[src/rtl/xillyusb_speedtest_engine.sv]
// USB3 throughput test engine: deterministic pattern source, pattern-checking sink,
// word/error/rate counters and status LEDs on the XillyUSB 32-bit stream ports.
//   state  | meaning
//   IDLE   | read stream closed or not yet opened; empty=1
//   RUN    | delivering pattern words; empty=0
//   DONE   | TX_LEN words delivered; empty=1, eof=1 until close
module xillyusb_speedtest_engine #(
  parameter logic [31:0] SEED        = 32'h0000_0001,
  parameter int unsigned RATE_WINDOW = 125_000_000,
  parameter int unsigned TX_LEN      = 0
) (
  input  logic        bus_clk,
  input  logic        srst,
  input  logic        mode_lfsr,
  input  logic        user_r_read_32_open,
  input  logic        user_r_read_32_rden,
  output logic [31:0] user_r_read_32_data,
  output logic        user_r_read_32_empty,
  output logic        user_r_read_32_eof,
  input  logic        user_w_write_32_open,
  input  logic        user_w_write_32_wren,
  input  logic [31:0] user_w_write_32_data,
  output logic        user_w_write_32_full,
  output logic [31:0] tx_words,
  output logic [31:0] rx_words,
  output logic [15:0] err_count,
  output logic [31:0] first_err_data,
  output logic [31:0] rx_rate,
  output logic [7:0]  status_led
);

  localparam int unsigned     WIN_W     = $clog2(RATE_WINDOW);
  localparam logic [WIN_W-1:0] WIN_LAST = WIN_W'(RATE_WINDOW - 1);
  localparam logic [31:0]     LFSR_SEED = (SEED == 32'd0) ? 32'd1 : SEED;
  localparam logic [31:0]     TX_LEN_W  = 32'(TX_LEN);

  typedef enum logic [1:0] {S_IDLE, S_RUN, S_DONE} src_state_t;

  function automatic logic [31:0] next_pat(input logic [31:0] p, input logic lfsr);
    if (lfsr) return {p[30:0], p[31] ^ p[21] ^ p[1] ^ p[0]};
    else      return p + 32'd1;
  endfunction

  // An all-zero LFSR would lock up, so LFSR mode never starts from zero.
  function automatic logic [31:0] seed_for(input logic lfsr);
    return lfsr ? LFSR_SEED : SEED;
  endfunction

  src_state_t  src_state_q;
  logic        rd_open_q, wr_open_q;
  logic [31:0] gen_q, rdata_q, tx_words_q;
  logic        src_lfsr_q, empty_q, eof_q, done_q;
  logic [31:0] exp_q, rx_words_q, first_err_q;
  logic [15:0] err_q;
  logic        snk_lfsr_q, err_seen_q, err_nz_q;
  logic [WIN_W-1:0] win_q;
  logic [31:0] acc_q, rate_q;
  logic        hb_q;

  logic        rd_rise, rd_fall, wr_rise, wr_accept, pat_err;
  logic [31:0] gen_d, tx_words_d, exp_d, acc_d;

  assign rd_rise    = user_r_read_32_open & ~rd_open_q;
  assign rd_fall    = ~user_r_read_32_open & rd_open_q;
  assign wr_rise    = user_w_write_32_open & ~wr_open_q;
  assign wr_accept  = user_w_write_32_wren & user_w_write_32_open & wr_open_q;
  assign pat_err    = user_w_write_32_data != exp_q;
  assign gen_d      = next_pat(gen_q, src_lfsr_q);
  assign tx_words_d = tx_words_q + 32'd1;
  assign exp_d      = next_pat(user_w_write_32_data, snk_lfsr_q);
  assign acc_d      = acc_q + 32'(wr_accept);

  always_ff @(posedge bus_clk) begin
    if (srst) begin
      src_state_q <= S_IDLE;
      rd_open_q   <= 1'b0;
      gen_q       <= SEED;
      src_lfsr_q  <= 1'b0;
      rdata_q     <= 32'd0;
      tx_words_q  <= 32'd0;
      empty_q     <= 1'b1;
      eof_q       <= 1'b0;
      done_q      <= 1'b0;
    end else begin
      rd_open_q <= user_r_read_32_open;
      if (rd_fall) begin
        src_state_q <= S_IDLE;
        empty_q     <= 1'b1;
        eof_q       <= 1'b0;
        done_q      <= 1'b0;
      end else begin
        case (src_state_q)
          S_IDLE: begin
            if (rd_rise) begin
              gen_q       <= seed_for(mode_lfsr);
              src_lfsr_q  <= mode_lfsr;
              tx_words_q  <= 32'd0;
              empty_q     <= 1'b0;
              src_state_q <= S_RUN;
            end
          end
          S_RUN: begin
            if (user_r_read_32_rden) begin
              rdata_q    <= gen_q;
              gen_q      <= gen_d;
              tx_words_q <= tx_words_d;
              if (TX_LEN_W != 32'd0 && tx_words_d == TX_LEN_W) begin
                empty_q     <= 1'b1;
                eof_q       <= 1'b1;
                done_q      <= 1'b1;
                src_state_q <= S_DONE;
              end
            end
          end
          default: ;
        endcase
      end
    end
  end

  // Checker resynchronises on every received word: the next expected value
  // derives from the data actually seen, not from the previous expectation.
  always_ff @(posedge bus_clk) begin
    if (srst) begin
      wr_open_q   <= 1'b0;
      exp_q       <= SEED;
      snk_lfsr_q  <= 1'b0;
      rx_words_q  <= 32'd0;
      err_q       <= 16'd0;
      err_nz_q    <= 1'b0;
      err_seen_q  <= 1'b0;
      first_err_q <= 32'd0;
    end else begin
      wr_open_q <= user_w_write_32_open;
      if (wr_rise) begin
        exp_q      <= seed_for(mode_lfsr);
        snk_lfsr_q <= mode_lfsr;
        rx_words_q <= 32'd0;
        err_q      <= 16'd0;
        err_nz_q   <= 1'b0;
        err_seen_q <= 1'b0;
      end else if (wr_accept) begin
        rx_words_q <= rx_words_q + 32'd1;
        exp_q      <= exp_d;
        if (pat_err) begin
          err_nz_q <= 1'b1;
          if (err_q != 16'hFFFF) err_q <= err_q + 16'd1;
          if (!err_seen_q) begin
            first_err_q <= user_w_write_32_data;
            err_seen_q  <= 1'b1;
          end
        end
      end
    end
  end

  always_ff @(posedge bus_clk) begin
    if (srst) begin
      win_q  <= '0;
      acc_q  <= 32'd0;
      rate_q <= 32'd0;
      hb_q   <= 1'b0;
    end else if (win_q == WIN_LAST) begin
      win_q  <= '0;
      acc_q  <= 32'd0;
      rate_q <= acc_d;
      hb_q   <= ~hb_q;
    end else begin
      win_q <= win_q + WIN_W'(1);
      acc_q <= acc_d;
    end
  end

  assign user_r_read_32_data  = rdata_q;
  assign user_r_read_32_empty = empty_q;
  assign user_r_read_32_eof   = eof_q;
  assign user_w_write_32_full = 1'b0;
  assign tx_words             = tx_words_q;
  assign rx_words             = rx_words_q;
  assign err_count            = err_q;
  assign first_err_data       = first_err_q;
  assign rx_rate              = rate_q;
  assign status_led           = {hb_q, 3'b000, err_nz_q, done_q, wr_open_q, rd_open_q};

endmodule
[config.mk]
export PLATFORM = sky130hd
export DESIGN_NAME = xillyusb_speedtest_engine
export DESIGN_NICKNAME = d
export VERILOG_FILES = /design/src/rtl/xillyusb_speedtest_engine.sv
export SDC_FILE = /design/constraint.sdc
export NUM_CORES = 1
export LEC_CHECK = 0
export CELL_PAD_IN_SITES_DETAIL_PLACEMENT = 0
export CELL_PAD_IN_SITES_GLOBAL_PLACEMENT = 1
export CORE_UTILIZATION = 36
export DETAILED_ROUTE_END_ITERATION = 8
export GPL_ROUTABILITY_DRIVEN = 1
export PLACE_DENSITY_LB_ADDON = 0.1
export SYNTH_ARGS = -nofsm -noshare
export SYNTH_HDL_FRONTEND = slang
export SYNTH_SLANG_ARGS = --single-unit
[constraint.sdc]
create_clock -name bus_clk -period 2.95 [get_ports bus_clk]
set_clock_uncertainty 0.15 [all_clocks]
set_input_delay 0.59 -clock bus_clk [delete_from_list [all_inputs] [get_ports bus_clk]]
set_output_delay 0.59 -clock bus_clk [all_outputs]
set_load 0.005 [all_outputs]
[Yosys cells after proc, flatten, opt, wreduce, memory -nomap -nowiden]
Cells that the tools add are included.
Storage, ports and cells
  flip-flop bits (word level): 307
  input port bits: 39
  output and inout bits: 187
  word-level logic and storage cells: 68
Operators by class
  add/sub/neg operators: 7
  eq/ne operators: 5
  multiplexer cells: 8
  bitwise logic cells: 18
  reductions and logical operators: 12
Operator list (count)
  $mux 32: 6
  $add 32x1->32 const B: 4
  $pmux 32 s2: 2
  $add 32x1->32: 1
  $ne 32x32->1: 1
  $add 27x1->27 const B: 1
  $eq 27x27->1 const B: 1
  $add 16x1->16 const B: 1
  $ne 16x16->1 const B: 1
  $reduce_and 3->1: 3
  $reduce_and 4->1: 2
  $not 1->1: 7
  $reduce_or 2->1: 3
  $xor 1x1->1: 6
  $and 1x1->1: 5
  $ne 2x2->1 const B: 2
  $reduce_and 2->1: 2
  $logic_not 2->1: 1
  $reduce_bool 2->1: 1

[Longest topological paths before layout]
Gate-level depths: netlist (run 1).
  depth in word-level cells: 6
  depth in mapped cells: 13
  gate-level depth less buffers: 10

[Worst setup path after synthesis (run 1)]
OpenSTA, ideal clock, no wires.
  kind: input-to-reg
  from: input port user_w_write_32_open
  to: register rate_q[26] (netlist: rx_rate[26])
  library setup time: 86 ps
  data arrival time: 2935 ps
  required time: 2714 ps
  setup slack: -221 ps
  stages on the path: 13
  buffers on the path: 3
  cells stage by stage: nand3_2 > inv_1 > buf_2 > clkbuf_1 > clkbuf_1 > ha_1 > ha_1 > nand2_1 > nor2_1 > and4_1 > nand3_1 > xor2_1 > a211oi_1
Between the ends
  word-level cells in the longest chain between the ends: 3
RTL lines
  from (decl): RTL line 20  | input logic user_w_write_32_open,
  $and 1x1->1 (2 in series): RTL line 66  | assign wr_accept = user_w_write_32_wren & user_w_write_32_open & wr_open_q;
  named net wr_accept: RTL line 60  | logic rd_rise, rd_fall, wr_rise, wr_accept, pat_err;
  $add 32x1->32: RTL line 71  | assign acc_d = acc_q + 32'(wr_accept);
  to (signal assigned): RTL line 161  | rate_q <= 32'd0;
  to (signal assigned): RTL line 166  | rate_q <= acc_d;
  to (decl): RTL line 57  | logic [31:0] acc_q, rate_q;
The timed path passes the listed nets, and every way through them passes these cells.
A chain may end at the register's enable or synchronous reset.

[Final worst setup path (run 1)]
  from: input port user_w_write_32_open
  to: register rate_q[14] (netlist: rx_rate[14])
Between the ends
  word-level cells in the longest chain between the ends: 3
RTL lines (RTL line)
  $and 1x1->1 (2 in series): 66
  $add 32x1->32: 71
Every way passes these cells.

==> flow_metrics.env, run 1 <==
export IMPL_synth_edff_count=0
export IMPL_synth_warnings=0
export IMPL_io_pin_count=226
export IMPL_post_dp_hpwl_um=28200
export IMPL_drive_above_1_share=0.0964
export IMPL_rr_worst_depth=9
export IMPL_antenna_cells=0
export IMPL_rows=72
export IMPL_critPathBufInv=3
export IMPL_grt_start_max_net_pins=79
export IMPL_drv_slew=0
export IMPL_antenna_found_initial=0
export IMPL_antenna_left=0
export IMPL_clk_pin_slew_ns=0.05
export IMPL_clkSinkCount=307
export IMPL_postCtsHoldBufs=0
export IMPL_slew_headroom=0.382
export IMPL_core_um2=38900
export IMPL_critPathKind="input pin to flip-flop"
export IMPL_synth_distinct_cells=70
export IMPL_crit_path_start_kind="input pin"
export IMPL_final_setup_tns_ns=0
export IMPL_timing_final_hold_violations=0
export IMPL_fmax_ghz=0.396
export IMPL_place_inst=2420
export IMPL_clock_path_buffers=3
export IMPL_grt_pass1_vias=11761
export IMPL_status="finished, final reports clean"
export IMPL_holdPathStages=2
export IMPL_setup_violations_final=0
export IMPL_cts_tree="yes"
export IMPL_peakVddDrop_mv=0.322
export IMPL_powerDensity_nw_per_um2=513
export IMPL_fin_util=0.478
export IMPL_ys_seq_elements=307
export IMPL_worst_path_max_fanout=3
export IMPL_start_util=0.367
export IMPL_cts_buffers=38
export IMPL_synthesis_area_um2=14300
export IMPL_required_ns=3.25
export IMPL_track_usage=0.196
export IMPL_maxCapViolCount=0
export IMPL_cts_resized=0
export IMPL_cts_root_buffer="clkbuf_16"
export IMPL_via_per_inst=5.06
export IMPL_wire_per_inst_um=16.1
export IMPL_post_cts_setup_buffers=0
export IMPL_firstDrtPassIters=5
export IMPL_crit_chain="clkdlybuf4s50_1 -> nand3_2 -> inv_1 -> ha_1 -> ha_1 -> nand2_1 -> nor2_1 -> buf_4 -> nand4_1 -> nor2_1 -> xnor2_1 -> a211oi_1"
export IMPL_slowest_stage="clkdlybuf4s50_1"
export IMPL_syn_inst=1710
export IMPL_crit_cells=12
export IMPL_arrival_ns=2.82
export IMPL_final_area_um2=18600
export IMPL_finalNonFillerCells=2489
export IMPL_synth_flop_cell="dfxtp_1"
export IMPL_nNetsFinal=1990
export IMPL_vias=12586
export IMPL_grt_pass1_wl_um=64600
export IMPL_seq_area_frac_synth=0.430
export IMPL_rsz0062_at_grt="no"
export IMPL_gp_congestion=0.817
export IMPL_power_leakage_uw=0.00654
export IMPL_fin_crit_sh=0.856
export IMPL_postSynthAreaPerCell_um2=8.36
export IMPL_worst_pin_slew_ns=0.927
export IMPL_drc=0
export IMPL_fp_dieArea_um2=40500
export IMPL_drt_iter0_drc=597
export IMPL_ys_async_sr_fraction=0
export IMPL_min_period_ns=2.52
export IMPL_crit_family="buffers and inverters"
export IMPL_syn_to_final_growth_pct=30.3
export IMPL_grt_overflow=0
export IMPL_end_kind="flip-flop"
export IMPL_power_uw=9550
export IMPL_totalWireLength_um=40100
export IMPL_portBuffers=219
export IMPL_placed_cell_area_um2=17300
export IMPL_die_w_um=201
export IMPL_die_h_um=201
export IMPL_htree_num_levels=2
export IMPL_cpPeakStageDelay_ns=0.49
export IMPL_hold_path_class="input pin to flip-flop"
export IMPL_clk_insertion_delay_late_ns=0.56
final timing paths:
kind	from	slack, ns	end
worst max register to register	win_q[0]$_SDFF_PP0_	0.53	rx_rate[18]$_SDFFE_PP0N_
worst max-delay path	user_w_write_32_open	0.43	rx_rate[14]$_SDFFE_PP0N_
worst min-delay path	srst	0.24	user_r_read_32_data[3]$_SDFFE_PP0P_
worst min register to register	user_r_read_32_data[29]$_SDFFE_PP0P_	0.30	user_r_read_32_data[29]$_SDFFE_PP0P_
Yosys cell counts (3+ instances only):
master / count / share of area
a211oi_1: 38 / 0.020
a21o_1: 13 / 0.0068
a21oi_1: 97 / 0.034
a22o_1: 5 / 0.0031
a2bb2oi_1: 3 / 0.0018
a311oi_1: 3 / 0.0018
a31o_2: 3 / 0.0018
a31oi_1: 17 / 0.0074
a32oi_1: 10 / 0.0061
a41o_1: 3 / 0.0021
and2_1: 11 / 0.0048
and3_1: 37 / 0.016
and4_1: 22 / 0.013
buf_1: 5 / 0.0013
buf_2: 36 / 0.013
buf_4: 18 / 0.0095
clkbuf_1: 59 / 0.016
clkbuf_2: 7 / 0.0025
dfxtp_1: 307 / 0.43
ha_1: 9 / 0.0079
inv_1: 20 / 0.0053
mux2i_1: 40 / 0.028
nand2_1: 194 / 0.051
nand2b_1: 3 / 0.0013
nand3_1: 85 / 0.030
nand4_1: 60 / 0.026
nor2_1: 246 / 0.065
nor2b_1: 7 / 0.0031
nor3_1: 15 / 0.0053
nor4_1: 10 / 0.0044
nor4_4: 4 / 0.0060
o211ai_1: 10 / 0.0053
o21ai_0: 74 / 0.026
or2_2: 4 / 0.0018
or3_1: 22 / 0.0096
or4_1: 3 / 0.0016
xnor2_1: 86 / 0.053
xor2_1: 81 / 0.050
cell type report:
cell class              instances  area [µm²]
repair buffers                314        2970
clock inverters                14         155
well taps                     518         648
multi-input cells            1259        7500
fillers                      3860       20300
clock buffers                  55        1130
inverters                      22        82.6
flip-flops and latches        307        6150
metal layers:
layer	track usage	part of all wire	vias up
met3	0.0364	0.043	50
met5	0	0	-
met4	0.0614	0.019	0
li1	-	-	6397
met2	0.285	0.42	237
met1	0.289	0.51	5902
logic make-up after synthesis:
kind of cell	share of synthesized area
other cells	0.000262
mux	0.0288
simple gates	0.251
buf+inv	0.0487
xor+xnor	0.102
compound gates	0.131
fa+ha+maj	0.00788
flops	0.430
registers in the layout, summed over array words and instances (netlist names):
name	count
acc_q	32
exp_q	32
first_err_data	32
gen_q	32
rx_rate	32
rx_words	32
tx_words	32
user_r_read_32_data	32
win_q	27
err_count	16
err_nz_q	1
hb_q	1
rd_open_q	1
snk_lfsr_q	1
src_lfsr_q	1
src_state_q	1
user_r_read_32_empty	1
wr_open_q	1
report_power, final:
group / internal [µW] / switching [µW] / total (µW)
Sequential: 4180 / 28.1 / 4210
Combinational: 236 / 347 / 583
Clock: 2920 / 1840 / 4760
Total: 7330 / 2220 / 9550
layout by cell type (no fill, tap or decap), types with 38 or more instances in the layout:
| cell type | instances |
|---|---|
| xnor2_1 | 86 |
| nor2_1 | 245 |
| a211oi_1 | 38 |
| o21ai_0 | 74 |
| nand2_1 | 194 |
| mux2i_1 | 40 |
| a21oi_1 | 97 |
| nand4_1 | 60 |
| dfxtp_1 | 307 |
| clkbuf_16 | 39 |
| xor2_1 | 81 |
| buf_4 | 91 |
| clkdlybuf4s50_1 | 218 |
| nand3_1 | 84 |
metrics by stage:
stage	worst slack, ns	hold slack, ns
final	0.425	0.238
after global routing	0.216	0.232
after CTS	0.386	0.212
after detailed placement	-0.179	0.299
after global placement	-0.128	0.295
after floorplan	0.000492	0.280
Power figures use the tool's default switching activity.
==> run 2, diff against run 1 <==
CORE_MARGIN = 5   (was not set)
==> flow_metrics.env, run 2 (synthesized netlist as in run 1, its figures left out) <==
export IMPL_rows=73
export IMPL_grt_start_max_net_pins=95
export IMPL_die_h_um=209
export IMPL_start_util=0.362
export IMPL_clock_path_buffers=3
export IMPL_setup_violations_final=0
export IMPL_layout_commonest_cell="dfxtp_1"
export IMPL_fp_dieArea_um2=43800
export IMPL_vias=12701
export IMPL_fin_crit_sh=0.870
export IMPL_gp_congestion=0.827
export IMPL_power_leakage_uw=0.00651
export IMPL_wire_per_inst_um=16.7
export IMPL_rrSetupSlack_ns=0.49
export IMPL_clkSinkCount=307
export IMPL_layout_setup_ws_ns=0.384
export IMPL_critPathBufInv=3
export IMPL_via_per_inst=5.09
export IMPL_antenna_left=0
export IMPL_drive_above_1_share=0.0934
export IMPL_pwr_share_comb=0.063
export IMPL_grt_pass1_vias=12101
export IMPL_worst_pin_slew_ns=0.960
export IMPL_holdPathEnd="user_r_read_32_data[1]$_SDFFE_PP0P_"
export IMPL_hold_slack_ns=0.304
export IMPL_postCtsHoldBufs=0
export IMPL_cts_tree="yes"
export IMPL_pwr_share_clk=0.486
export IMPL_arrival_ns=2.87
export IMPL_r2r_start="win_q[0]$_SDFF_PP0_"
export IMPL_slew_headroom=0.358
export IMPL_maxCapViolCount=0
export IMPL_htree_num_levels=2
export IMPL_required_ns=3.25
export IMPL_p_switching_uw=2200
export IMPL_final_area_um2=18600
export IMPL_core_um2=39500
export IMPL_crit_chain="clkdlybuf4s50_1 -> nand3_2 -> inv_1 -> ha_1 -> ha_1 -> nand2_1 -> nor2_1 -> buf_4 -> nand4_1 -> nor2_1 -> xnor2_1 -> a211oi_1"
export IMPL_track_usage=0.185
export IMPL_timing_final_hold_violations=0
export IMPL_layout_common_cells="dfxtp_1, nor2_1, clkdlybuf4s50_1"
export IMPL_cts_root_buffer="clkbuf_16"
export IMPL_critPathKind="input pin to flip-flop"
export IMPL_cts_resized=0
export IMPL_rr_worst_depth=8
export IMPL_crit_path_start_kind="input pin"
export IMPL_drv_slew=0
export IMPL_p_sw_frac=0.236
export IMPL_power_internal_uw=7130
export IMPL_drc=0
export IMPL_grt_pass1_wl_um=67200
export IMPL_min_delay_start="user_r_read_32_data[1]$_SDFFE_PP0P_"
export IMPL_min_period_ns=2.57
export IMPL_hold_path_class="flip-flop to flip-flop"
export IMPL_placed_cell_area_um2=17400
export IMPL_fmax_ghz=0.390
export IMPL_status="finished, final reports clean"
export IMPL_die_w_um=209
export IMPL_cts_buffers=38
export IMPL_holdPathStages=2
export IMPL_end_kind="flip-flop"
export IMPL_antenna_found_initial=0
export IMPL_post_place_ws_ns=-0.210
export IMPL_clk_pin_slew_ns=0.06
export IMPL_post_dp_hpwl_um=29600
export IMPL_slowest_stage="clkdlybuf4s50_1"
export IMPL_io_pin_count=226
export IMPL_nNetsFinal=1991
export IMPL_crit_family="buffers and inverters"
export IMPL_clk_insertion_delay_late_ns=0.55
export IMPL_cpPeakStageDelay_ns=0.50
export IMPL_worstSetupStartpoint="user_w_write_32_open"
export IMPL_sequentialPowerShare=0.451
export IMPL_peakVddDrop_mv=0.324
export IMPL_fin_util=0.472
export IMPL_totalWireLength_um=41800
export IMPL_rsz0062_at_grt="no"
export IMPL_syn_to_final_growth_pct=30.4
export IMPL_powerDensity_nw_per_um2=501
export IMPL_post_cts_setup_buffers=0
export IMPL_reg2reg_to="win_q[2]$_SDFF_PP0_"
export IMPL_antenna_cells=0
export IMPL_firstDrtPassIters=5
export IMPL_worst_path_max_fanout=3
export IMPL_drt_iter0_drc=753
export IMPL_grt_overflow=0
export IMPL_portBuffers=219
-- run 2: cell count changes in the layout (fill, tap and decap cells not counted), moves of 2 or more --
cell	before	now
clkinv_2	8	6
buf_4	91	87
buf_12	5	10
clkbuf_8	9	6
clkbuf_1	7	13
-- run 2: stage by stage --
step	setup TNS, ns	power (µW)	cells
2_1_floorplan	0	4620	1715
3_3_place_gp	-3.46	4890	2428
3_5_place_dp	-4.40	4890	2428
4_1_cts	0	9520	2496
5_1_grt	0	9740	2496
6_report	0	9330	2496
-- run 2: final cells by class --
class | count | area [µm²]
timing repair buffer | 315 | 3040
sequential | 307 | 6150
fill | 3959 | 20800
tap | 525 | 657
clock buffer | 57 | 1080
inverter | 22 | 82.6
clock inverter | 11 | 124
multi-input combinational | 1259 | 7500
-- run 2: worst register-to-register path: stages, from the launching register on --
cell	delay (ns)
dfxtp_1	0.36
ha_1	0.22
nand3_2	0.16
nor2_2	0.18
nand3_1	0.11
nor4_2	0.44
or2_2	0.38
buf_12	0.27
nor2_1	0.08
-- run 2: worst max path at each step --
stage	to	slack, ns	depth (start not counted)
after floorplan	rx_rate[26]$_SDFFE_PP0N_	0.0005	13
after global placement	rx_rate[16]$_SDFFE_PP0N_	-0.18	12
after detailed placement	rx_rate[12]$_SDFFE_PP0N_	-0.21	12
after CTS	rx_rate[12]$_SDFFE_PP0N_	0.39	12
after global routing	rx_rate[22]$_SDFFE_PP0N_	0.20	11
final	rx_rate[14]$_SDFFE_PP0N_	0.38	12
-- run 2: power groups by stage --
stage	clock network [µW]	logic (µW)	registers, µW
floorplan	0	331	4290
global placement	0	589	4300
detailed placement	0	591	4300
CTS	4720	594	4210
global route	4880	642	4210
finish	4540	586	4210
-- run 2: routing by layer --
layer | global-route usage | wire, µm | vias up
met2 | 0.275 | 17900 | 236
met3 | 0.0348 | 1960 | 52
met4 | 0.0475 | 786 | 0
met1 | 0.275 | 21100 | 5999
met5 | 0 | 0 | -
li1 | - | - | 6414
==> run 3, diff against run 2 <==
CORE_UTILIZATION = 39   (was 36)
HOLD_SLACK_MARGIN = 0.05   (was not set)
clock period = 2.92 ns   (was 2.95 ns; I/O delays follow)
==> flow_metrics.env, run 3 (synthesized netlist as in run 1, its figures left out) <==
export IMPL_maxCapViolCount=0
export IMPL_required_ns=3.22
export IMPL_syn_to_final_growth_pct=29.4
export IMPL_holdPathEnd="wr_open_q$_SDFF_PP0_"
export IMPL_fp_dieArea_um2=40600
export IMPL_setup_violations_final=0
export IMPL_core_um2=36300
export IMPL_arrival_ns=2.91
export IMPL_slew_headroom=0.396
export IMPL_grt_pass1_wl_um=65700
export IMPL_reg2reg_to="rx_rate[0]$_SDFFE_PP0N_"
export IMPL_power_leakage_uw=0.00651
export IMPL_timing_critical_path_mode_cell="buf_4"
export IMPL_final_setup_tns_ns=0
export IMPL_grt_start_max_net_pins=56
export IMPL_gp_congestion=0.810
export IMPL_drive_above_1_share=0.0964
export IMPL_die_w_um=201
export IMPL_worst_pin_slew_ns=0.903
export IMPL_power_uw=9380
export IMPL_track_usage=0.192
export IMPL_rrSetupSlack_ns=0.48
export IMPL_crit_family="simple AND/OR/NAND/NOR gates"
export IMPL_start_util=0.393
export IMPL_totalWireLength_um=40300
export IMPL_drc=0
export IMPL_r2r_start="win_q[0]$_SDFF_PP0_"
export IMPL_rr_worst_depth=9
export IMPL_htree_num_levels=2
export IMPL_critPathBufInv=3
export IMPL_nNetsFinal=1992
export IMPL_crit_path_start_kind="input pin"
export IMPL_use_met2=0.292
export IMPL_met3_usage=0.0437
export IMPL_post_dp_hpwl_um=28900
export IMPL_portBuffers=219
export IMPL_peakVddDrop_mv=0.441
export IMPL_worst_path_max_fanout=12
export IMPL_antenna_left=0
export IMPL_rows=70
export IMPL_fmax_ghz=0.383
export IMPL_status="finished, final reports clean"
export IMPL_wire_per_inst_um=16.5
export IMPL_layout_common_cells="dfxtp_1, nor2_1, clkdlybuf4s50_1"
export IMPL_post_cts_setup_buffers=0
export IMPL_cts_buffers=37
export IMPL_rsz0062_at_grt="no"
export IMPL_critPathKind="input pin to flip-flop"
export IMPL_die_h_um=201
export IMPL_drt_iter0_drc=706
export IMPL_cts_tree="yes"
export IMPL_grt_pass1_vias=12157
export IMPL_cts_root_buffer="clkbuf_16"
export IMPL_grt_busiest_layer="met2"
export IMPL_min_delay_start="srst"
export IMPL_holdPathStages=2
export IMPL_vias=12704
export IMPL_firstDrtPassIters=5
export IMPL_antenna_found_initial=0
export IMPL_powerDensity_nw_per_um2=507
export IMPL_crit_chain="clkdlybuf4s50_1 -> xnor2_1 -> nand4_1 -> nor4_1 -> buf_4 -> and2_1 -> buf_4 -> or3b_2 -> mux2i_1"
export IMPL_clkSinkCount=307
export IMPL_antenna_cells=0
export IMPL_use_met1=0.278
export IMPL_cpPeakStageDelay_ns=0.52
export IMPL_end_kind="flip-flop"
export IMPL_clk_pin_slew_ns=0.06
export IMPL_layout_commonest_cell="dfxtp_1"
export IMPL_grt_overflow=0
export IMPL_timing_final_hold_violations=0
export IMPL_drv_slew=0
export IMPL_min_period_ns=2.61
export IMPL_clock_path_buffers=3
export IMPL_hold_path_class="input pin to flip-flop"
export IMPL_io_pin_count=226
export IMPL_fin_crit_sh=0.894
export IMPL_clk_insertion_delay_late_ns=0.54
export IMPL_slowest_stage="clkdlybuf4s50_1"
export IMPL_via_per_inst=5.21
## run 3: cell types whose count changed in the layout (fill, tap and decap cells not counted), sizes merged
cell | before | now
clkinv | 9 | 12
buf | 97 | 99
inv | 22 | 21
clkbuf | 57 | 52
## run 3: through the flow
| step | util | setup slack [ns] | area (µm²) | hold WS (ns) | std cells |
|---|---|---|---|---|---|
| final | 0.509 | 0.310 | 18500 | 0.177 | 2438 |
| after global routing | 0.509 | 0.0891 | 18500 | 0.191 | 2438 |
| after CTS | 0.509 | 0.120 | 18500 | 0.162 | 2438 |
| after detailed placement | 0.476 | -0.437 | 17300 | 0.298 | 2373 |
| after global placement | 0.476 | -0.416 | 17300 | 0.296 | 2373 |
| after floorplan | - | 0.0271 | 14300 | 0.280 | 1715 |
## run 3: final cells by class
cell class	instances	area, µm²
Fill cell	3527	17900
Inverter	22	82.6
Tap cell	468	586
Multi-Input combinational cell	1259	7500
Clock inverter	13	141
Sequential cell	307	6150
Clock buffer	52	1060
Timing Repair Buffer	317	2980
## run 3: worst max path at each step
stage | from | end | slack [ns] | depth (start not counted)
after detailed placement | user_w_write_32_data[10] | err_count[6]$_SDFFE_PP0P_ | -0.44 | 8
after global routing | user_w_write_32_data[6] | err_count[6]$_SDFFE_PP0P_ | 0.09 | 9
after floorplan | user_w_write_32_open | rx_rate[26]$_SDFFE_PP0N_ | 0.03 | 13
after CTS | user_w_write_32_data[10] | err_count[6]$_SDFFE_PP0P_ | 0.12 | 8
final | user_w_write_32_data[6] | err_count[6]$_SDFFE_PP0P_ | 0.31 | 9
after global placement | user_w_write_32_data[10] | err_count[8]$_SDFFE_PP0P_ | -0.42 | 8
## run 3: repair_timing
item,CTS,global route
hold buffers,0,0
endpoints found under the setup margin,0,5
resized for setup,0,1
## run 3: layer usage
metal / vias up / share of wire
li1: 6413 / -
met1: 5974 / 0.50
met2: 269 / 0.43
met3: 48 / 0.057
met4: 0 / 0.015
met5: - / 0
## run 3: power breakdown
group	leakage, µW	switching, µW	internal [µW]
sequential	0.00248	28.9	4220
combinational	0.00343	346	239
clock	0.000600	1830	2720
total	0.00651	2200	7180
